==> src/rtl/regfile_ports.sv <==
// Parametrised register file with registered reads, write-to-read bypass,
// optional hardwired zero register and a sequential post-reset clear sweep.
module regfile_ports #(
  parameter int unsigned XLEN     = 32,
  parameter int unsigned NREGS    = 32,
  parameter int unsigned NREAD    = 2,
  parameter bit          ZERO_REG = 1'b1,
  parameter bit          BYPASS   = 1'b1,
  localparam int unsigned AW      = $clog2(NREGS)
) (
  input  logic                    clk,
  input  logic                    reset,
  input  logic                    wr_en,
  input  logic [AW-1:0]           wr_addr,
  input  logic [XLEN-1:0]         wr_data,
  input  logic [NREAD*AW-1:0]     rd_addr,
  output logic [NREAD*XLEN-1:0]   rd_data,
  output logic                    busy
);

  typedef enum logic {
    CLEAR,
    READY
  } state_t;

  state_t            state;
  state_t            next_state;
  logic [AW-1:0]     clear_idx;
  logic [AW-1:0]     next_clear_idx;
  logic              mem_we;
  logic [AW-1:0]     mem_waddr;
  logic [XLEN-1:0]   mem_wdata;
  logic [XLEN-1:0]   mem [NREGS];
  logic [AW-1:0]     ra [NREAD];
  logic [NREAD*XLEN-1:0] rd_next;

  // State register and clear sweep index
  always_ff @(posedge clk) begin
    if (reset) begin
      state     <= CLEAR;
      clear_idx <= '0;
    end else begin
      state     <= next_state;
      clear_idx <= next_clear_idx;
    end
  end

  // Next state, busy and the single memory write port (sweep or host)
  always_comb begin
    next_state     = state;
    next_clear_idx = clear_idx;
    busy           = 1'b0;
    mem_we         = 1'b0;
    mem_waddr      = wr_addr;
    mem_wdata      = wr_data;
    case (state)
      CLEAR: begin
        busy           = 1'b1;
        mem_we         = 1'b1;
        mem_waddr      = clear_idx;
        mem_wdata      = '0;
        next_clear_idx = clear_idx + AW'(1);
        if (clear_idx == AW'(NREGS - 1)) next_state = READY;
      end
      READY: begin
        mem_we = wr_en && !(ZERO_REG && (wr_addr == '0));
      end
      default: next_state = CLEAR;
    endcase
  end

  // Storage has no reset so it can map onto block RAM; reset cycle leaves it untouched
  always_ff @(posedge clk) begin
    if (!reset && mem_we) mem[mem_waddr] <= mem_wdata;
  end

  // Per-port read value: zero during sweep, zero register, bypass, else memory
  always_comb begin
    rd_next = '0;
    for (int unsigned p = 0; p < NREAD; p++) begin
      ra[p] = rd_addr[p*AW +: AW];
      if (state == CLEAR) begin
        rd_next[p*XLEN +: XLEN] = '0;
      end else if (ZERO_REG && (ra[p] == '0)) begin
        rd_next[p*XLEN +: XLEN] = '0;
      end else if (BYPASS && mem_we && (mem_waddr == ra[p])) begin
        rd_next[p*XLEN +: XLEN] = wr_data;
      end else begin
        rd_next[p*XLEN +: XLEN] = mem[ra[p]];
      end
    end
  end

  always_ff @(posedge clk) begin
    if (reset) rd_data <= '0;
    else       rd_data <= rd_next;
  end

endmodule

==> config.mk <==
export PLATFORM = sky130hd
export DESIGN_NAME = regfile_ports
export DESIGN_NICKNAME = d
export VERILOG_FILES = /design/src/rtl/regfile_ports.sv
export SDC_FILE = /design/constraint.sdc
export NUM_CORES = 1
export LEC_CHECK = 0
export CAP_MARGIN = 5
export CORE_MARGIN = 10
export CORE_UTILIZATION = 41
export CTS_CLUSTER_SIZE = 20
export DETAILED_ROUTE_END_ITERATION = 7
export PLACE_DENSITY = 0.56
export SLEW_MARGIN = 10
export SYNTH_ARGS = -nofsm -noshare
export SYNTH_HDL_FRONTEND = slang
export SYNTH_SLANG_ARGS = --single-unit
==> constraint.sdc <==
create_clock -name clk -period 3.9 [get_ports clk]
set_input_delay 0.585 -clock clk [delete_from_list [all_inputs] [get_ports clk]]
set_output_delay 0.585 -clock clk [all_outputs]
set_load 0.005 [all_outputs]
# [Word-level counts from Yosys, hierarchy flattened]
# Memory sizes are Yosys's and may differ from the RTL's. A register that Yosys moved wholly into a read port is not among the register bits.
# Cells that the tools add are included.
[totals] ram_bits=1024 inputBits=50 out_inout_bits=65 elab_cells=23 ff_bits=6 memories=1
[classes] n_eq_ne=1 reduce_logical=9 n_mux=8 add_sub_neg=1 bitwise_logic=1
[memory_table] name="mem" words=32 word_bits=32 rd=2 rd_ports_with_merged_regs=2 wr=1 line_no="33" source="logic [XLEN-1:0] mem [NREGS];"
[op_table] operator="2-to-1 mux 32 bit" n=1
[op_table] operator="logical NOT 5 bit" n=3
[op_table] operator="OR reduction 3 bit" n=2
[op_table] operator="adder 5 x 1 -> 5 bit (second input constant)" n=1
[op_table] operator="== test 5 bit (second input constant)" n=1
[op_table] operator="2-to-1 mux 1 bit" n=5
[op_table] operator="2-to-1 mux 5 bit" n=1
[op_table] operator="logical AND 1 bit" n=2
[op_table] operator="logical NOT 1 bit" n=2
[op_table] operator="one-hot mux 1 bit (2 select lines)" n=1
[op_table] operator="NOT 1 bit" n=1

# [Logic depth before layout (Yosys ltp)]
[logic_depth] depth_word=7 ltp_mapped=9 mapped_depth_nobuf=5

# [Worst setup path after synthesis]
# Ideal clock, no wire load.
[synth_path] kind="input to register" start="input reset" end="memory mem[11][0] (enable)" t_required_ns=3.479 arrival_ns=2.809 path_stages=5 path_buffers=2 slack_ns=0.670 setup_ns=0.421 path_cell_list="clkbuf_1 -> a21o_1 -> or3_1 -> clkbuf_1 -> nor2_1"
[synth_via] elab_chain_len=4
[synth_lines] element="start: declaration" line_no="12" source="input logic reset,"
[synth_lines] element="logical NOT 1 bit" line_no="74" source="if (!reset && mem_we) mem[mem_waddr] <= mem_wdata;"
[synth_lines] element="logical AND 1 bit" line_no="74"
[synth_lines] element="2-to-1 mux 1 bit" line_no="74"
[synth_lines] element="2-to-1 mux 1 bit (implied by the code)" line_no="74"
[synth_lines] element="end: declaration" line_no="33"
# Every way passes these cells.

# [Final worst setup path]
[layout_path] start="register state" end="memory mem[20][15] (enable)"
[layout_via] elab_chain_len=5 elab_cells_between_ends=6 classes_between="mux: 4; bitwise: 1; reduce/logical: 1"
[layout_lines] element="start: declaration" line_no="26" source="state_t state;"
[layout_lines] element="start signal: assignment" line_no="43" source="state <= next_state;"
[layout_lines] element="NOT 1 bit (no line)"
[layout_lines] element="one-hot mux 1 bit (2 select lines)" line_no="56" source="case (state)"
[layout_lines] element="logical AND 1 bit" line_no="74"
[layout_lines] element="2-to-1 mux 1 bit" line_no="74"
[layout_lines] element="2-to-1 mux 1 bit (implied by the code)" line_no="74"
# Several ways; a longest one is shown, not always the timed one.

==> run summary <==
Status = finished, final reports clean
Seq/Total Area, Yosys = 65.4%
Hold Buf Count CTS = 0
DRC = 0
GRT Residual Overflow = 0
Post-CTS Setup Repair Bufs = 0
Pwr Density = 454 mW/mm²
CP required = 4260 ps
Commonest non-fill, non-tap cell in the layout = edfxtp_1
Total Neg Setup Slack = 0 ps
Sw power = 5720 µW
Share of cells above drive strength 1 = 28.6%
Largest net degree at the start of global routing = 68
Crit path launch type = register
Final Power = 26100 µW
Ys async rst share = 0%
Gpl congestion = 0.851
Worst-skew pair later-pin latency = 700 ps
Critical Path End Type = register
Synth Area per Inst = 18.6 µm²
Peak supply drop = 0.000406 V
Total GRT Usage = 23.5%
Switching share of power = 21.9%
CTS Buf Count = 115
Slew HR = 15.7%
Fmax = 0.311 GHz
Syn Std Cell Area = 0.0492 mm²
Clock Tree Buf Depth = 3
WL final = 161000 µm
Fin crit period = 3220 ps
Final ANT Viol Nets = 0
Combinational group share of total power = 6.9%
H-tree depth = 3
CP most frequent cell = buf_4
DP Area = 0.0535 mm²
Router iterations before antenna repair = 6
Area Overhead vs Synth = 16.9%
Initial core utilization = 41.5%
Worst endpoint data arrival time = 3580 ps
Crit share post-route = 82.5%
Vias = 29400
WS Path Type = reg -> reg
Routed length per placed instance = 35.7 µm
CTS sink count = 1094
Vias in the first global route = 30300
Most frequent cells in the layout = edfxtp_1 (1024), mux4_2 (392), mux2i_1 (243)
CTS tree = done
Hold Vio Cnt, Final = 0
CTS clock-pin slew for the worst setup and hold paths = 60 ps
Slew @ Worst Pin = 1260 ps
RSZ-0062 raised after global routing = no
Finished Cell Area = 0.0575 mm²
Die X = 366 µm
Critical-path maximum fanout = 37
Synthesized flop and latch total = 1094
Lkg Pwr = 0.0183 µW
Reg power frac = 48.8%
Core area = 0.119 mm²
Synth unique cells = 51
Layout fillers = 9846
# port buffers = 114
Synth Instances = 2645
Global-route wire length before repair = 229000 µm
Count of final max-slew check failures = 0
Die Ht = 366 µm
Fin util = 48.5%
Dpl hpwl = 99700 µm
Initial antenna violation count = 4
Power share of the clock group = 44.3%
CP max-delay cell = nor2_4
Setup violators final = 0
1st-iter DRT viols = 3649
Setup Skew = 24.3 ps
Antenna diodes = 0
Clock Tree Root = clkbuf_16
Critical path, cell by cell = buf_4 -> a21oi_1 -> nand3_1 -> nor2_4 -> buf_4
Main synth FF type = edfxtp_1
Ports = 115
Vias/cell = 6.51
Net Count, Synth = 2697
Post-CTS resize count = 0
Ys Warns = 0
Number of synthesized flops with an enable pin = 1024
Cell family with most CP delay = simple AND/OR/NAND/NOR gates
Final net count = 2877
CP Buf/Inv Count = 2
R2r setup slk = 680 ps
CP max stage delay = 980 ps
Max Cap Viol = 0
HP Class = in -> reg
Cell internal pwr = 20400 µW
Full die area = 0.134 mm²
Rows = 126
==> cell type report <==
type,count,area (µm²),share of cell area [%]
flip-flops and latches,1094,32200,55.9
multi-input cells,1304,16300,28.3
clock buffers,140,3150,5.48
repair buffers,276,2940,5.12
well taps,1600,2000,3.48
clock inverters,72,836,1.45
inverters,34,128,0.222
==> path summary, 6_finish.rpt <==
kind | startpoint | end | depth (start not counted)
max reg2reg | state | mem[20][15] | 5
min | wr_data[5] | rd_data[37] | 3
max | state | mem[20][15] | 5
min reg2reg | clear_idx[3] | clear_idx[3] | 2
==> cells in the mapped netlist (2+ instances only) <==
cell	number	share of area (%)
ha_1	2	0.051
buf_4	6	0.092
buf_2	81	0.82
and3_1	3	0.038
a211o_1	15	0.27
o21ai_0	5	0.051
o22ai_2	30	0.76
nand2_1	50	0.38
or3_1	5	0.064
o21ai_1	2	0.020
mux4_2	392	18
inv_1	34	0.26
mux2i_2	2	0.056
a32oi_1	5	0.089
a21oi_1	10	0.10
o22ai_1	103	1.3
a221oi_1	12	0.21
o221ai_1	26	0.46
nand3_1	36	0.37
dfxtp_1	70	2.9
a22o_1	15	0.27
nor2_1	54	0.41
mux2i_4	2	0.092
xor2_1	4	0.071
a22oi_1	170	2.6
clkbuf_1	98	0.75
and4_1	31	0.55
buf_1	24	0.18
nand3b_1	5	0.076
nor2b_1	11	0.14
and2_1	4	0.051
mux2i_1	243	4.9
a21o_1	10	0.15
a211oi_1	18	0.27
buf_6	4	0.092
edfxtp_1	1024	63
xnor2_1	9	0.16
nor3_1	13	0.13
nand4_1	2	0.025
or3b_2	4	0.071
==> per-layer routing <==
layer | track usage (%) | vias up | wire length [µm]
met3 | 4.59 | 273 | 14700
li1 | - | 11700 | -
met2 | 37.4 | 1661 | 76800
met1 | 32.3 | 15800 | 64600
met5 | 0 | - | 27
met4 | 7.82 | 4 | 5250
==> power groups by stage <==
stage               Combinational (µW)  Sequential, µW  Clock, µW
global route                      1870           12800      12200
CTS                               1800           12800      11700
detailed placement                1790           13000          0
finish                            1800           12800      11600
global placement                  1780           13000          0
floorplan                         1090           13000          0
==> flip-flops by register name, summed over array words and instances, names as in the netlist <==
name and cells:
clear_idx 5, mem 1024, rd_data 64, state 1
==> worst min-delay path: cells and delay by family <==
family	cells	cell delay [ps]
AND/OR/NAND/NOR	1	120
AO/OA/AOI/OAI	1	90
buffers and inverters	1	390
==> per-stage QoR <==
step                cells  worst slack, ps  hold WS (ps)
floorplan            2645              670           510
global placement     4308             53.3           559
detailed placement   4308              111           567
CTS                  4520              583           504
global route         4520              538           541
finish               4520              683           541
==> logic make-up after synthesis <==
kind of cell               count (synthesis)  synth area share (%)
and+or+nand+nor                          223                  2.38
buffers and inverters                    247                  2.20
DFF                                     1094                  65.4
adders and majority gates                  2                0.0509
xor gates and xnor gates                  13                 0.232
AOI/OAI and AO/OA                        426                  6.67
muxes                                    640                  23.1
(Power assumes the default switching activity.)
